**src/rtl/iob_counter_mod.sv**
```systemverilog
// Up/down modulo counter: load, programmable step, runtime bound, wrap/saturate.
// Optional sticky overflow flag and its clear port: define IOB_COUNTER_MOD_OVF_EN.
module iob_counter_mod #(
   parameter int unsigned       DATA_W  = 32,
   parameter int unsigned       STEP_W  = 8,
   parameter logic [DATA_W-1:0] RST_VAL = '0,
   parameter int unsigned       MODE    = 0
) (
   input  logic              clk_i,
   input  logic              rst_n_i,
   input  logic              ce_i,
   input  logic              clr_i,
   input  logic              en_i,
   input  logic              up_i,
   input  logic [STEP_W-1:0] step_i,
   input  logic              ld_i,
   input  logic [DATA_W-1:0] ld_val_i,
   input  logic [DATA_W-1:0] max_i,
   output logic [DATA_W-1:0] data_o,
   output logic              tc_o,
   output logic              zero_o
`ifdef IOB_COUNTER_MOD_OVF_EN
   ,
   input  logic              ovf_clr_i,
   output logic              ovf_o
`endif
);

   localparam int unsigned XW = DATA_W + 1;

   logic [DATA_W-1:0] data_q;
   logic [DATA_W-1:0] data_nxt;
   logic              tc_q;
   logic              tc_nxt;

   logic [XW-1:0] cur;
   logic [XW-1:0] lim;
   logic [XW-1:0] range;
   logic [XW-1:0] step_x;
   logic [XW-1:0] s;
   logic [XW-1:0] sum;
   logic          oor;

   // One extra bit so max_i + 1 and data + s never lose a carry
   assign cur    = {1'b0, data_q};
   assign lim    = {1'b0, max_i};
   assign range  = lim + XW'(1);
   assign step_x = XW'(step_i);
   assign s      = (step_x < range) ? step_x : range;
   assign sum    = cur + s;
   assign oor    = data_q > max_i;

   always_comb begin
      data_nxt = data_q;
      tc_nxt   = 1'b0;
      if (clr_i) begin
         data_nxt = RST_VAL;
      end else if (ld_i) begin
         data_nxt = (ld_val_i > max_i) ? max_i : ld_val_i;
      end else if (en_i && (s != '0)) begin
         if (oor) begin
            tc_nxt   = 1'b1;
            data_nxt = up_i ? '0 : max_i;
         end else if (up_i) begin
            if (sum > lim) begin
               tc_nxt   = 1'b1;
               data_nxt = (MODE == 1) ? max_i
                                      : DATA_W'(sum - range);
            end else begin
               data_nxt = DATA_W'(sum);
            end
         end else begin
            if (s > cur) begin
               tc_nxt   = 1'b1;
               data_nxt = (MODE == 1) ? '0
                                      : DATA_W'(cur + range - s);
            end else begin
               data_nxt = DATA_W'(cur - s);
            end
         end
      end
   end

   always_ff @(posedge clk_i) begin
      if (!rst_n_i) begin
         data_q <= RST_VAL;
         tc_q   <= 1'b0;
      end else if (ce_i) begin
         data_q <= data_nxt;
         tc_q   <= tc_nxt;
      end
   end

   assign data_o = data_q;
   assign tc_o   = tc_q;
   assign zero_o = (data_q == '0);

`ifdef IOB_COUNTER_MOD_OVF_EN
   logic ovf_q;

   // A new terminal count beats a concurrent flag clear
   always_ff @(posedge clk_i) begin
      if (!rst_n_i) begin
         ovf_q <= 1'b0;
      end else if (ce_i) begin
         if (clr_i) begin
            ovf_q <= 1'b0;
         end else if (tc_nxt) begin
            ovf_q <= 1'b1;
         end else if (ovf_clr_i) begin
            ovf_q <= 1'b0;
         end
      end
   end

   assign ovf_o = ovf_q;
`endif

endmodule

```
**config.mk**
```make
export PLATFORM = sky130hd
export DESIGN_NAME = iob_counter_mod
export DESIGN_NICKNAME = d
export VERILOG_FILES = /design/src/rtl/iob_counter_mod.sv
export SDC_FILE = /design/constraint.sdc
export NUM_CORES = 1
export LEC_CHECK = 0
export BUFFER_PORTS_ARGS = -buffer_cell sky130_fd_sc_hd__buf_2
export CAP_MARGIN = 20
export CORE_ASPECT_RATIO = 0.6
export CORE_MARGIN = 2
export CORE_UTILIZATION = 40
export DETAILED_ROUTE_END_ITERATION = 16
export GPL_ROUTABILITY_DRIVEN = 0
export SYNTH_ARGS = -nofsm -noshare
export SYNTH_HDL_FRONTEND = slang
export SYNTH_SLANG_ARGS = --single-unit
export TNS_END_PERCENT = 1
```
**constraint.sdc**
```tcl
create_clock -name clk_i -period 17.5 [get_ports clk_i]
set_input_delay 1.75 -clock clk_i [delete_from_list [all_inputs] [get_ports clk_i]]
set_output_delay 1.75 -clock clk_i [all_outputs]
set_load 0.005 [all_outputs]
```
# Word level (Yosys, flattened, before mapping)
# Index checks and enable logic that the tools add are counted.
[totals]
out_inout_bits = 34
input_bits = 79
regBits = 33
word_cells = 35
[op_classes]
add_sub_neg = 6
mux = 17
order_cmp = 5
n_reduce_logical = 5
[ops]
columns = ["op", "count"]
rows = [
  ["32-bit 2-to-1 mux", 9],
  ["32-bit subtractor", 3],
  ["33-bit by 32-bit > comparator with 1-bit output", 2],
  ["32-bit > comparator", 2],
  ["32-bit by 1-bit adder with 33-bit output, second input constant", 1],
  ["32-bit by 33-bit adder with 33-bit output", 1],
  ["8-bit by 33-bit less-than comparator with 1-bit output", 1],
  ["33-bit 2-to-1 mux", 1],
  ["33-bit nonzero test", 1],
  ["32-bit adder", 1],
  ["32-bit zero test", 1],
  ["1-bit 2-to-1 mux", 7],
  ["3-bit nonzero test", 1],
  ["2-bit AND reduction", 1],
  ["1-bit logical AND", 1],
]

# Logic depth before layout (Yosys ltp)
[depth]
ltp_word = 11
ltp_mapped = 38

# Least setup slack after synthesis
# OpenSTA, ideal clock, no wires.
[synth_path]
path_type = "input to register"
startpoint = "input port max_i[2]"
endpoint = "register data_q[27] (netlist: data_o[27])"
required_ns = 17.378
setup_slack_ns = 8.708
arrival_ns = 8.670
path_buffers = 2
stages = 33
setup_ns = 0.122
cell_sequence = "buf_2 nand4_2 nor2_1 nand4_1 or3_1 a22o_1 and4bb_1 nand4_2 clkbuf_1 a21o_1 ha_1 fa_1 nor2b_1 o211ai_1 a211o_1 o211ai_2 a211o_2 a41oi_2 o21ai_0 a311o_1 a21oi_1 xor2_1 ha_1 a21o_1 a21o_1 nor2_1 o211ai_1 o21ai_0 o311ai_4 or2_2 o221ai_1 a21oi_1 a221o_1"
[synth_between]
elab_chain_cells = 11
[synth_lines]
columns = ["element", "line_no", "text"]
rows = [
  ["start: declaration", "18", "input logic [DATA_W-1:0] max_i,"],
  ["32-bit by 1-bit adder with 33-bit output", "47", "assign range = lim + XW'(1);"],
  ["8-bit by 33-bit less-than comparator with 1-bit output", "49", "assign s = (step_x < range) ? step_x : range;"],
  ["33-bit 2-to-1 mux", "49", ""],
  ["32-bit by 33-bit adder with 33-bit output", "50", "assign sum = cur + s;"],
  ["32-bit subtractor / 33-bit by 32-bit > comparator with 1-bit output (equally long branches)", "68, 65", ""],
  ["32-bit 2-to-1 mux", "65", "if (sum > lim) begin"],
  ["32-bit 2-to-1 mux", "64", "end else if (up_i) begin"],
  ["32-bit 2-to-1 mux", "61", "if (oor) begin"],
  ["32-bit 2-to-1 mux", "60", "end else if (en_i && (s != '0)) begin"],
  ["32-bit 2-to-1 mux", "58", "end else if (ld_i) begin"],
  ["32-bit 2-to-1 mux", "56", "if (clr_i) begin"],
  ["end signal: assignment", "89", "data_q <= data_nxt;"],
  ["end: declaration", "31", "logic [DATA_W-1:0] data_q;"],
]
# Several ways; a longest one is shown, not always the timed one. The select of a mux whose other input is x is not followed.
# A chain may end at the register's enable or synchronous reset.

# Worst setup path in the final report
[layout_path]
startpoint = "input port max_i[0]"
endpoint = "register data_q[22] (netlist: data_o[22])"
# Same word-level chain as after synthesis.

==> out/results.ini <==
[run_status]
status=completed

[critical_path]
path_class=in -> reg
r2r_start=data_o[4]$_SDFFE_PN0P_
critPathMaxStageDelay_ns=0.58
crit_path_start_kind=input pin
path_buf_inv=5
cp-end-kind=flop
r2r_slack_ns=10.41
endpoint=data_o[22]$_SDFFE_PN0P_
cp_data_required_time_ns=17.70
crit_path_start=max_i[0]
worstRegToRegCells=25
r2r-end=data_o[22]$_SDFFE_PN0P_
cp.depth=34
cpLargestDelayFamily=compound AO/OA/AOI/OAI gates
crit_slowest_cell=ha_1
cp.arrival_ns=10.94
path_max_fanout=30

[routing]
num_vias=16000
ant_nets=0
viasPerCell=6.12
routed_wl_um=60700
dr.pass1.iters=8
drt-initial-drc-count=2057
wl_per_cell_um=23.3
drcViolationCount=0

[global_route]
first_global_vias=14100
grt_max_degree=51
overflow=0
antenna_found_initial=0
track_usage=0.322
grt_pass1_wl_um=87900

[die]
io_pins=113
die_area_sq_um=36800
rows=53
coreArea_sq_um=34800
start_util=0.405
die_h_um=149
fp.dieW_um=246

[finish]
fin_cells=2610
area_delta_synth_final_pct=11.8
drive_gt1_frac=0.0845
final_common_cell=ha_1
antenna_cells=0
mostFrequentLayoutCells=271 x ha_1, 200 x a21oi_1, 193 x inv_1
final_nets=2526

[placement]
hpwlAfterDp_um=51700
port_buffers=112
placedCellCount=2602

[power]
power_density_nw_per_um2=68.6
leakagePower_nw=7.55
ir_worst_vdd_uv=38.4

[logic_synthesis]
synthFlopType=dfxtp_1
synthAdderAreaFrac=0.291
netlist_instances=1950
synth.area.mux_share=0.0173
synthArstFlopShare=0
seq_area_frac_synth=0.0469
synth-edff-count=0
synth_compound_area_frac=0.293
syn_area_sq_um=14100
avgSynthCellArea_sq_um=7.22
ys_warn_count=0
yosysUniqueCellTypes=88
synth_top_family_by_area=compound AO/OA/AOI/OAI gates
ys_ff_latch=33
yosys.area_share.simple=0.196
synth_xor_xnor_area_share=0.0858

[clocking]
clk_path_buf_depth=2
cts-resized-gates=0
clk_pin_slew_ns=0.07
ctsHoldBuffers=0
cts-buffers-inserted=5
postCtsSetupRepairBufs=0
cts_tree=done
clk-insertion-delay-late_ns=0.30
root_buffer=clkbuf_16
numClockSinks=33
htreeDepth=2

[timing]
fin_crit_ns=10.74
rsz0062_at_grt=false
setup_tns_ns=0
fin_skew_ns=0.00863
tightest_slew_ns=1.25
fin_crit_sh=0.614
drv_slew=0
relSlewSlack=0.167
hold_violations=0
final-setup-viol-count=0
fmax_mhz=93.1

[flow_run]
max_cap_violations=0

[hold_path]
hp-start=tc_o$_SDFFE_PN0P_
hp-class=reg -> reg
hold_path_depth=3

[flip-flops by register name, summed over array words and instances (netlist names)]
| register | count |
|---|---|
| data_o | 32 |
| tc_o | 1 |
[cell usage after synthesis (12+ instances only)]
| library cell | instances | area share |
|---|---|---|
| o21a_1 | 24 | 0.013 |
| nor3_1 | 39 | 0.014 |
| o31ai_1 | 16 | 0.0085 |
| a211oi_1 | 22 | 0.012 |
| clkbuf_1 | 46 | 0.012 |
| a21oi_1 | 201 | 0.071 |
| nand2b_1 | 20 | 0.0089 |
| fa_1 | 34 | 0.048 |
| a31oi_1 | 20 | 0.0089 |
| mux2i_1 | 21 | 0.015 |
| a22oi_1 | 17 | 0.0091 |
| xnor2_1 | 114 | 0.071 |
| a21o_1 | 63 | 0.034 |
| nor4_1 | 21 | 0.0093 |
| nand3_1 | 45 | 0.016 |
| inv_1 | 193 | 0.051 |
| o211ai_1 | 21 | 0.011 |
| nor2b_1 | 32 | 0.014 |
| or3_1 | 12 | 0.0053 |
| o21bai_1 | 21 | 0.011 |
| xor2_1 | 24 | 0.015 |
| nor2_1 | 152 | 0.041 |
| and3_1 | 15 | 0.0067 |
| dfxtp_1 | 33 | 0.047 |
| o221ai_1 | 17 | 0.011 |
| ha_1 | 271 | 0.24 |
| buf_2 | 12 | 0.0043 |
| o21ai_0 | 109 | 0.039 |
| nand2_1 | 134 | 0.036 |
| nand4_1 | 40 | 0.018 |
[per-layer routing]
layer  global-route usage  wire (um)
met5               0.0254        124
met2                0.390      20500
met4               0.0524       1120
met1                0.500      28400
met3                0.143      10500
[worst register-to-register path, delay by kind of cell (launching register included)]
kind,cells,cell delay (ns)
and+or+nand+nor,3,0.66
DFF,1,0.59
adders and majority gates,2,0.82
buffers and inverters,4,0.67
AOI/OAI and AO/OA,15,4.02
xor gates and xnor gates,1,0.23
[power by group]
part | switching, mW | internal [mW]
clock | 0.0418 | 0.0525
sequential | 0.0139 | 0.0813
combinational | 0.571 | 0.319
total | 0.627 | 0.453
[per-stage QoR]
stage          hold WS, ns  power (mW)  instance area (sq um)   util  worst slack [ns]
2_1_floorplan        0.510       0.673                  14500      -              8.71
4_1_cts              0.629        1.03                  15700  0.452              7.08
3_5_place_dp         0.616       0.932                  15600  0.448              6.82
5_1_grt              0.670        1.14                  15700  0.452              6.16
6_report             0.626        1.08                  15700  0.452              6.76
3_3_place_gp         0.597       0.923                  15600  0.448              7.19
[layout make-up]
| type | count | area (sq um) |
|---|---|---|
| inverter | 195 | 732 |
| fill | 3597 | 19100 |
| sequential | 33 | 661 |
| multi-input combinational | 1765 | 12800 |
| clock inverter | 2 | 10.0 |
| timing repair buffer | 142 | 786 |
| clock buffer | 6 | 129 |
| tap | 467 | 584 |
[worst min-delay path by stage]
stage	to
after global placement	tc_o$_SDFFE_PN0P_
after CTS	tc_o$_SDFFE_PN0P_
final	tc_o$_SDFFE_PN0P_
after global routing	tc_o$_SDFFE_PN0P_
after floorplan	data_o[10]$_SDFFE_PN0P_
after detailed placement	tc_o$_SDFFE_PN0P_
[cells by family after synthesis]
group | count (synthesis)
AOI/OAI and AO/OA | 633
xor gates and xnor gates | 138
adders and majority gates | 308
buffers and inverters | 256
DFF | 33
muxes | 24
other | 2
and+or+nand+nor | 556
No activity file was read; power rests on OpenSTA's default activity.
